### src/rtl/gp_irq_dispatcher.sv
// gp_irq_dispatcher: gates controller IRQs with the core enable, offers a handler address and tracks service
module gp_irq_dispatcher #(
  parameter int ADDR_W = 32,
  parameter int VEC_W = 5,
  parameter int ENTRY_SHIFT = 2,
  parameter logic [ADDR_W-1:0] VTOR_RESET = 32'h0000_0100
) (
  input  logic              clk,
  input  logic              rst_n,
  input  logic              irq_req,
  input  logic [VEC_W-1:0]  irq_vector,
  output logic              irq_ack,
  input  logic              core_int_en,
  output logic              core_irq_valid,
  output logic [ADDR_W-1:0] core_irq_addr,
  input  logic              core_irq_ready,
  input  logic              core_irq_ret,
  output logic              in_service,
  input  logic              reg_en,
  input  logic              reg_we,
  input  logic [3:0]        reg_addr,
  input  logic [31:0]       reg_wdata,
  output logic [31:0]       reg_rdata
);
  localparam int LOW = VEC_W + ENTRY_SHIFT;
  localparam logic [ADDR_W-1:0] MASK = {{(ADDR_W-LOW){1'b1}}, {LOW{1'b0}}};
  typedef enum logic [1:0] {IDLE, OFFER, SERVICE} state_t;
  state_t state, state_d;
  logic [VEC_W-1:0] vec_q, vec_d;
  logic [ADDR_W-1:0] vtor;
  logic [31:0] count, rd_d;
  logic err, accept, wr, go;
  assign go = irq_req && core_int_en;
  assign core_irq_valid = state == OFFER && go && irq_vector == vec_q;
  assign accept = core_irq_valid && core_irq_ready;
  assign irq_ack = accept;
  assign in_service = state == SERVICE;
  assign core_irq_addr = vtor | ADDR_W'({vec_q, ENTRY_SHIFT'(0)});
  assign wr = reg_en && reg_we;
  // next state and captured vector; a vector change during OFFER re-arms the offer
  always_comb begin
    state_d = state;
    vec_d = vec_q;
    if (state == IDLE && go) begin
      state_d = OFFER;
      vec_d = irq_vector;
    end else if (state == OFFER) begin
      state_d = accept ? SERVICE : !go ? IDLE : OFFER;
      vec_d = (!accept && go) ? irq_vector : vec_q;
    end else if (state == SERVICE && core_irq_ret)
      state_d = IDLE;
  end
  // read mux for the register window
  always_comb begin
    rd_d = reg_addr == 4'd0 ? 32'(vtor) :
           reg_addr == 4'd1 ? 32'({err, in_service, state, vec_q}) :
           reg_addr == 4'd2 ? count : 32'd0;
  end
  // state register
  always_ff @(posedge clk) begin
    if (!rst_n) begin
      state <= IDLE;
      vec_q <= '0;
    end else begin
      state <= state_d;
      vec_q <= vec_d;
    end
  end
  // register window, dispatch counter and sticky RETI error
  always_ff @(posedge clk) begin
    if (!rst_n) begin
      vtor <= VTOR_RESET & MASK;
      count <= '0;
      err <= 1'b0;
      reg_rdata <= '0;
    end else begin
      if (wr && reg_addr == 4'd0) vtor <= reg_wdata[ADDR_W-1:0] & MASK;
      if (wr && reg_addr == 4'd2) count <= '0;
      else if (accept) count <= count + 32'd1;
      if (core_irq_ret && state != SERVICE) err <= 1'b1;
      else if (wr && reg_addr == 4'd1 && reg_wdata[8]) err <= 1'b0;
      if (reg_en && !reg_we) reg_rdata <= rd_d;
    end
  end
endmodule
### config.mk
export PLATFORM = sky130hd
export DESIGN_NAME = gp_irq_dispatcher
export DESIGN_NICKNAME = d
export VERILOG_FILES = /design/src/rtl/gp_irq_dispatcher.sv
export SDC_FILE = /design/constraint.sdc
export NUM_CORES = 1
export LEC_CHECK = 0
export BUFFER_PORTS_ARGS = -buffer_cell sky130_fd_sc_hd__buf_2
export CORE_MARGIN = 10
export CORE_UTILIZATION = 33
export CTS_CLUSTER_DIAMETER = 100
export DETAILED_ROUTE_END_ITERATION = 12
export PLACE_DENSITY = 0.52
export SYNTH_ARGS = -nofsm -noshare
export SYNTH_HDL_FRONTEND = slang
export SYNTH_SLANG_ARGS = --single-unit
### constraint.sdc
create_clock -name clk -period 2.85 [get_ports clk]
set_input_delay 0.57 -clock clk [delete_from_list [all_inputs] [get_ports clk]]
set_output_delay 0.57 -clock clk [all_outputs]
set_load 0.05 [all_outputs]
==> results.json, run 1 <==
{
  "core_sq_um": 12600,
  "rrSetupSlack_ns": 0.40,
  "setup_tns_ns": 0,
  "ant_nets": 0,
  "area_growth_pct": 25.1,
  "grt_max_degree": 64,
  "io_buffers": 106,
  "cts-resized-gates": 0,
  "p_leak_nw": 2.04,
  "drcViolationCount": 0,
  "synth_cells": 518,
  "synth_edf_count": 0,
  "cts_sinks": 97,
  "htreeDepth": 3,
  "ctsHoldBuffers": 0,
  "die_x_microns": 133,
  "worst_ep_required_time_ns": 2.28,
  "post_cts_buffers": 0,
  "timing.final.crit_share": 0.930,
  "end_kind": "output port",
  "wl_met3_microns": 632,
  "worstRegToRegCells": 5,
  "hold_viol_final": 0,
  "hold_path_depth": 3,
  "rsz0062_at_grt": "false",
  "fin_skew_ns": 0.0103,
  "hold_end": "vtor[14]",
  "diodes": 0,
  "routed_via_density": 5.27,
  "yosys.area.top_type": "dfxtp_1",
  "drive_gt1_frac": 0.241,
  "cp-start-kind": "flop",
  "ys_seq_elements": 97,
  "hold_ws_ns": 0.454,
  "initial_core_util": 0.335,
  "relSlewSlack": 0.529,
  "hpwl_mm": 9.44,
  "first_pass_iters": 4,
  "ff_latch_area_sq_um": 1940,
  "clk_latency_ns": 0.35,
  "synth_area_leaders": "dfxtp_1 46%, a21oi_1 7.5%, nand2_1 6.7%",
  "layout.nets": 668,
  "hp-start": "reg_wdata[14]",
  "synth_warnings": 0,
  "place_congestion": 0.784,
  "die_h_microns": 133,
  "r2r_end": "count[31]",
  "multi_input_area_sq_um": 2080,
  "grtUsageTotal": 0.145,
  "cp_max_fo": 4,
  "clock.fmax_mhz": 377,
  "r2r-start": "count[4]",
  "root_buffer": "clkbuf_16",
  "drt-initial-drc-count": 200,
  "period_minus_slack_ns": 2.65,
  "cts_buffers": 9,
  "vias": 4186,
  "worst_pin_slew_ns": 0.706,
  "synthFlopType": "dfxtp_1",
  "antenna_found_initial": 0,
  "cap_violations": 0,
  "peakVddDrop_mv": 0.332,
  "avgSynthCellArea_sq_um": 8.14,
  "finalMaxSlewViolations": 0,
  "dr_wl_met2_mm": 6.07,
  "synthDistinctLibCells": 42,
  "pwr_density_cell_nw_per_um2": 574,
  "yosys.area.top_type_share": 0.461,
  "netlist_area_sq_um": 4220,
  "ys_seq_area_frac": 0.461,
  "synth.most_common_cell": "dfxtp_1",
  "die_area_sq_um": 17700,
  "async_reset_ff_frac": 0,
  "crit_arrival_ns": 2.08,
  "setup_viol": 0,
  "grt_pass1_wl_mm": 20.9,
  "hold_class": "input port to flop",
  "gr-total-overflow": 0,
  "synthTopCellsByCount": "97 x dfxtp_1, 75 x nand2_1, 63 x a21oi_1",
  "top_layer_used": "met4",
  "clkTransAtPathRegs_ns": 0.06,
  "routed_wl_mm": 12.9,
  "num_rows": 41,
  "cts_buffer_depth": 2,
  "status": "complete, no violations",
  "ios": 116,
  "wl_per_cell_microns": 16.3,
  "cts_tree": "done",
  "drt-met1-wl_mm": 5.82,
  "grt_pass1_vias": 4116,
  "critPathKind": "flop to output port",
  "fillerInstances": 1324
}
## stage by stage
| stage | instance area, sq um | utilization | total power [mW] | std cells | setup WS [ns] |
|---|---|---|---|---|---|
| 2_1_floorplan | 4220 | - | 1.65 | 519 | 0.324 |
| 3_3_place_gp | 4960 | 0.395 | 1.76 | 779 | 0.303 |
| 3_5_place_dp | 4960 | 0.395 | 1.76 | 779 | 0.261 |
| 4_1_cts | 5270 | 0.420 | 3.06 | 794 | 0.194 |
| 5_1_grt | 5270 | 0.420 | 3.13 | 794 | 0.106 |
| 6_report | 5270 | 0.420 | 3.03 | 794 | 0.201 |
## critical path: stages, from the launching register on
cell and delay (ns):
dfxtp_1 0.44, xnor2_1 0.17, o221ai_1 0.15, or4_1 0.56, inv_2 0.13, buf_2 0.27
## layout by cell type, fill, tap and decap left out, types with 19 or more instances in the layout
master / synthesis / routed
buf_2: 2 / 106
or4_1: 23 / 23
nor2_1: 37 / 37
nand3_1: 19 / 19
a221oi_1: 30 / 30
nand2_1: 75 / 75
dfxtp_1: 97 / 97
a21oi_1: 63 / 63
buf_4: 3 / 19
o31ai_1: 19 / 19
nor3_1: 33 / 33
## routing by layer
layer  global-route usage  up-vias
met5                    0        -
li1                     -     2103
met4               0.0727        0
met3               0.0371       28
met1                0.169     1961
met2                0.239       94
## worst max path at each step
stage | from | to | slack, ns
floorplan | vec_q[4] | core_irq_valid | 0.32
global placement | irq_vector[4] | count[19] | 0.30
detailed placement | irq_vector[4] | count[31] | 0.26
CTS | vec_q[4] | core_irq_valid | 0.19
global route | vec_q[4] | core_irq_valid | 0.11
finish | vec_q[4] | core_irq_valid | 0.20
## state kept, by name, indices dropped and copies added (netlist names)
register and cells:
vtor 25, state 2, reg_rdata 32, count 32
err 1, vec_q 5
## where the power goes
group          total [mW]  leakage, nW  switching (mW)  internal, mW
clock                1.30        0.153           0.511         0.788
combinational       0.321         1.10           0.229        0.0927
sequential           1.41        0.787          0.0192          1.39
## cell type report
class / instances / area share
timing repair buffer: 125 / 0.128
clock buffer: 12 / 0.0467
clock inverter: 3 / 0.0123
inverter: 15 / 0.0107
tap: 172 / 0.0408
multi-input combinational: 370 / 0.394
sequential: 97 / 0.368
## cell families after synthesis
kind of cell | share of synthesized area
AO/OA/AOI/OAI | 0.209
XOR/XNOR | 0.00623
flip-flops | 0.461
multiplexers | 0.00475
buffers and inverters | 0.0514
other | 0.000890
adder cells (fa/ha/maj) | 0.00297
AND/OR/NAND/NOR | 0.264
No activity file was read; power rests on OpenSTA's default activity.
==> run 2, diff against run 1 <==
--- a/config.mk
+++ b/config.mk
@@ -5,12 +5,14 @@
 export SDC_FILE = /design/constraint.sdc
 export NUM_CORES = 1
 export LEC_CHECK = 0
+export ABC_AREA = 1
 export BUFFER_PORTS_ARGS = -buffer_cell sky130_fd_sc_hd__buf_2
+export CORE_ASPECT_RATIO = 1.2
 export CORE_MARGIN = 10
 export CORE_UTILIZATION = 33
 export CTS_CLUSTER_DIAMETER = 100
 export DETAILED_ROUTE_END_ITERATION = 12
-export PLACE_DENSITY = 0.52
+export PLACE_DENSITY = 0.5
 export SYNTH_ARGS = -nofsm -noshare
 export SYNTH_HDL_FRONTEND = slang
 export SYNTH_SLANG_ARGS = --single-unit
==> run 2 against run 1 <==
  * Utilization fell by 1.4 points
  * Critical endpoint is now irq_ack
  * Synthesized area rose by 17%
  * First-iteration DRC count rose by 39%
  * Register-to-register slack improved by 0.67 ns
  * Via count rose by 18%
  * Critical path depth rose by 2
==> results.json, run 2 <==
{
  "initial_core_util": 0.340,
  "crit_arrival_ns": 1.58,
  "p_leak_nw": 2.44,
  "vias": 4941,
  "synth.most_common_cell": "nand2_1",
  "num_rows": 48,
  "hold_class": "input port to flop",
  "diodes": 0,
  "clk_latency_ns": 0.35,
  "fin_skew_ns": 0.00467,
  "synthFlopType": "dfxtp_1",
  "cp-start-kind": "flop",
  "grt_pass1_vias": 4774,
  "routed_wl_mm": 15.0,
  "period_minus_slack_ns": 2.15,
  "layout_commonest_cell": "nand2_1",
  "avgSynthCellArea_sq_um": 6.68,
  "yosys.area.top_type_share": 0.393,
  "cts_tree": "done",
  "post_cts_buffers": 0,
  "peakVddDrop_mv": 0.210,
  "drive_gt1_frac": 0.207,
  "ys_seq_area_frac": 0.393,
  "pwr_density_cell_nw_per_um2": 494,
  "hpwl_mm": 11.5,
  "synth_area_leaders": "dfxtp_1 39%, nand2_1 16%, a21oi_1 6.8%",
  "status": "complete, no violations",
  "critPathKind": "flop to output port",
  "synth_edf_count": 0,
  "antenna_found_initial": 0,
  "synth_warnings": 0,
  "clock.fmax_mhz": 465,
  "routed_via_density": 4.76,
  "ant_nets": 0,
  "clkTransAtPathRegs_ns": 0.06,
  "end_kind": "output port",
  "rsz0062_at_grt": "false",
  "wl_per_cell_microns": 14.5,
  "total_power_mw": 2.91,
  "cts_sinks": 97,
  "synthDistinctLibCells": 29,
  "ys_seq_elements": 97,
  "yosys.area.top_type": "dfxtp_1",
  "grt_pass1_wl_mm": 24.3,
  "root_buffer": "clkbuf_16",
  "cap_violations": 0,
  "gr-total-overflow": 0,
  "die_h_microns": 154,
  "io_buffers": 106,
  "mostFrequentLayoutCells": "209 x nand2_1, 106 x buf_2, 97 x dfxtp_1",
  "ctsHoldBuffers": 0,
  "final_util": 0.406,
  "hold_viol_final": 0,
  "synth_cells": 739,
  "drcViolationCount": 0,
  "drt-initial-drc-count": 277,
  "first_pass_iters": 5,
  "place_congestion": 0.877,
  "setup_viol": 0,
  "worst_ep_required_time_ns": 2.28,
  "grt_max_degree": 50,
  "cts_buffers": 9,
  "core_sq_um": 14500,
  "largestRegisters": "count (32), reg_rdata (32), vtor (25)",
  "die_x_microns": 132,
  "layout.nets": 884,
  "fillerInstances": 1598,
  "htreeDepth": 3,
  "cts_buffer_depth": 2,
  "worst_pin_slew_ns": 0.723,
  "grtUsageTotal": 0.144,
  "area_growth_pct": 19.5,
  "finalMaxSlewViolations": 0,
  "timing.final.crit_share": 0.755,
  "async_reset_ff_frac": 0,
  "netlist_area_sq_um": 4940,
  "cts-resized-gates": 0,
  "die_area_sq_um": 20300,
  "ios": 116,
  "synthTopCellsByCount": "209 x nand2_1, 97 x dfxtp_1, 88 x nor2_1",
  "setup_tns_ns": 0,
  "cp_max_fo": 4,
  "relSlewSlack": 0.517
}
==> run 2: cell types whose count changed in the layout (fill, tap and decap cells not counted), sizes merged, moves of 10 or more <==
cell / previous run / this run
a221oi: 30 / 0
inv: 15 / 88
nand2: 76 / 214
nor2: 37 / 108
nor3: 33 / 4
o21ai: 13 / 51
o221ai: 2 / 24
o31ai: 19 / 0
or3: 10 / 0
or4: 23 / 0
==> run 2: cell type report <==
class / count / area (sq um) / area share
clock buffer: 11 / 233 / 0.0395
clock inverter: 3 / 43.8 / 0.00743
inverter: 91 / 342 / 0.0579
multi-input combinational: 519 / 2480 / 0.421
sequential: 97 / 1940 / 0.329
tap: 200 / 250 / 0.0424
timing repair buffer: 116 / 606 / 0.103
==> run 2: worst paths after layout <==
check,from,to,slack (ns),depth (start not counted)
setup / recovery,vec_q[0],irq_ack,0.70,7
hold / removal,reg_wdata[8],vtor[8],0.45,3
setup reg to reg,count[0],count[22],1.07,8
hold reg to reg,state[0],state[0],0.46,2
==> run 2: logic make-up after synthesis <==
kind of cell             synth area share
AO/OA/AOI/OAI                       0.179
flip-flops                          0.393
adder cells (fa/ha/maj)           0.00253
buffers and inverters               0.106
AND/OR/NAND/NOR                     0.302
XOR/XNOR                           0.0160
other                            0.000760
==> run 2: through the flow <==
stage / hold WS [ns] / instance area, sq um / cells / setup WS [ns]
6_report: 0.450 / 5900 / 1037 / 0.698
5_1_grt: 0.476 / 5900 / 1037 / 0.553
4_1_cts: 0.438 / 5900 / 1037 / 0.697
3_5_place_dp: 0.453 / 5620 / 1023 / 0.788
3_3_place_gp: 0.443 / 5620 / 1023 / 0.767
2_1_floorplan: 0.436 / 4940 / 740 / 0.820
==> run 2: critical path: stages (launching register included) <==
cell and delay (ns):
dfxtp_1 0.41, inv_2 0.06, nand2_1 0.05, nand2_1 0.06, nor2_2 0.15, nand3_2 0.12, nor2_4 0.11, buf_2 0.27
==> run 2: report_power, final <==
group          internal, mW  switching, mW
logic                0.0848          0.232
registers              1.39         0.0180
clock network         0.672          0.520
==> run 2: routing by layer <==
metal  wire length, microns  track usage  up-vias
met4                    293       0.0525        0
met1                   6840        0.171     2267
met3                    669       0.0365       16
met2                   7200        0.245      114
met5                      0            0        -
li1                       -            -     2544
==> run 3, diff against run 2 <==
--- a/config.mk
+++ b/config.mk
@@ -12,7 +12,7 @@
 export CORE_UTILIZATION = 33
 export CTS_CLUSTER_DIAMETER = 100
 export DETAILED_ROUTE_END_ITERATION = 12
-export PLACE_DENSITY = 0.5
+export PLACE_DENSITY = 0.52
 export SYNTH_ARGS = -nofsm -noshare
 export SYNTH_HDL_FRONTEND = slang
 export SYNTH_SLANG_ARGS = --single-unit
==> constraint.sdc (replaced) <==
create_clock -name clk -period 1.8 [get_ports clk]
set_input_delay 0.36 -clock clk [delete_from_list [all_inputs] [get_ports clk]]
set_output_delay 0.36 -clock clk [all_outputs]
set_load 0.05 [all_outputs]
==> run 3 against run 2 <==
  * Non-clock buffer count up 18
  * Sequential power is 59% higher
  * Sequential share of layout area is 1.2 points lower
  * Design area up 4.2%
  * Setup slack lost 0.68 ns
==> results.json, run 3 (same netlist as run 2, synthesis figures left out) <==
{
  "hpwl_mm": 11.1,
  "diodes": 0,
  "hold_viol_final": 0,
  "gr-total-overflow": 0,
  "final_cells": 1057,
  "routed_wl_mm": 14.5,
  "drcViolationCount": 0,
  "peakVddDrop_mv": 0.364,
  "setup_viol": 0,
  "first_pass_iters": 4,
  "htreeDepth": 3,
  "place_congestion": 0.855,
  "period_minus_slack_ns": 1.79,
  "worst_ep_required_time_ns": 1.44,
  "ant_nets": 0,
  "largestRegisters": "count (32), reg_rdata (32), vtor (25)",
  "mostFrequentLayoutCells": "209 x nand2_1, 104 x buf_2, 91 x dfxtp_1",
  "vias": 4904,
  "initial_core_util": 0.340,
  "cts_tree": "done",
  "end_kind": "output port",
  "drive_gt1_frac": 0.235,
  "fin_skew_ns": 0.00617,
  "timing.final.crit_share": 0.992,
  "critPathKind": "flop to output port",
  "core_sq_um": 14500,
  "cts_sinks": 97,
  "ios": 116,
  "cts_buffers": 9,
  "p_leak_nw": 2.56,
  "grt_max_degree": 58,
  "layout.nets": 902,
  "hold_class": "input port to flop",
  "status": "complete, no violations",
  "io_buffers": 106,
  "pwr_density_cell_nw_per_um2": 782,
  "grtUsageTotal": 0.139,
  "clk_latency_ns": 0.35,
  "routed_via_density": 4.64,
  "die_x_microns": 132,
  "finalMaxSlewViolations": 0,
  "grt_pass1_wl_mm": 23.3,
  "area_growth_pct": 24.5,
  "clkTransAtPathRegs_ns": 0.07,
  "worst_pin_slew_ns": 0.663,
  "place_inst": 1034,
  "total_power_mw": 4.80,
  "cts_buffer_depth": 2,
  "clock.fmax_mhz": 560,
  "relSlewSlack": 0.557,
  "cp-start-kind": "flop",
  "antenna_found_initial": 0,
  "fillerInstances": 1627,
  "rsz0062_at_grt": "true",
  "layout_commonest_cell": "nand2_1",
  "crit_arrival_ns": 1.43,
  "die_h_microns": 154,
  "drt-initial-drc-count": 300,
  "num_rows": 48,
  "cap_violations": 0,
  "final_util": 0.423,
  "rrSetupSlack_ns": 0.15,
  "root_buffer": "clkbuf_16",
  "cp_max_fo": 4,
  "grt_pass1_vias": 4539,
  "die_area_sq_um": 20300,
  "wl_per_cell_microns": 13.7
}
-- run 3: final timing paths --
| check | start | to | cells after the start |
|---|---|---|---|
| min | reg_wdata[8] | vtor[8] | 3 |
| max | vec_q[1] | irq_ack | 7 |
| max reg2reg | vec_q[1] | count[17] | 12 |
| min reg2reg | reg_rdata[0] | reg_rdata[0] | 2 |
-- run 3: stage by stage --
| stage | area (sq um) | hold slack [ns] | TNS (ns) | setup WS (ns) |
|---|---|---|---|---|
| after global placement | 5750 | 0.447 | 0 | 0.0971 |
| after detailed placement | 5750 | 0.455 | 0 | 0.0847 |
| after CTS | 6110 | 0.230 | -0.0580 | -0.0580 |
| after floorplan | 4940 | 0.436 | 0 | 0.00825 |
| after global routing | 6140 | 0.253 | -0.123 | -0.0856 |
| final | 6140 | 0.237 | 0 | 0.0140 |
-- run 3: report_power, final --
part | switching [mW] | internal, mW
clock | 0.838 | 1.22
combinational | 0.367 | 0.148
sequential | 0.0268 | 2.20
total | 1.23 | 3.57
-- run 3: layout make-up --
class                      count  area [sq um]  share of cell area
inverter                      91           342              0.0556
multi-input combinational    519          2480               0.404
sequential                    97          1950               0.317
clock buffer                  12           236              0.0385
clock inverter                 4          76.3              0.0124
tap                          200           250              0.0407
timing repair buffer         134           806               0.131
-- run 3: timing repair --
action                                  CTS  global route
endpoints found under the setup margin    2            24
pin swaps                                 5             7
hold buffers                              0             0
resized for setup                         7             6
setup buffers                             4             3
-- run 3: layer usage --
layer | wire length, microns | vias up | GRT usage | share of wire
met5 | 0 | - | 0 | 0
met4 | 200 | 0 | 0.0440 | 0.014
met3 | 660 | 15 | 0.0329 | 0.046
met2 | 6640 | 100 | 0.229 | 0.46
met1 | 6990 | 2195 | 0.176 | 0.48
li1 | - | 2594 | - | -
-- run 3: worst max-delay path: stages, from the launching register on --
cell	delay, ns
dfxtp_2	0.36
inv_2	0.04
nand2_1	0.05
nand2_1	0.06
nor2_2	0.15
nand3_2	0.12
nor2_4	0.14
buf_8	0.16
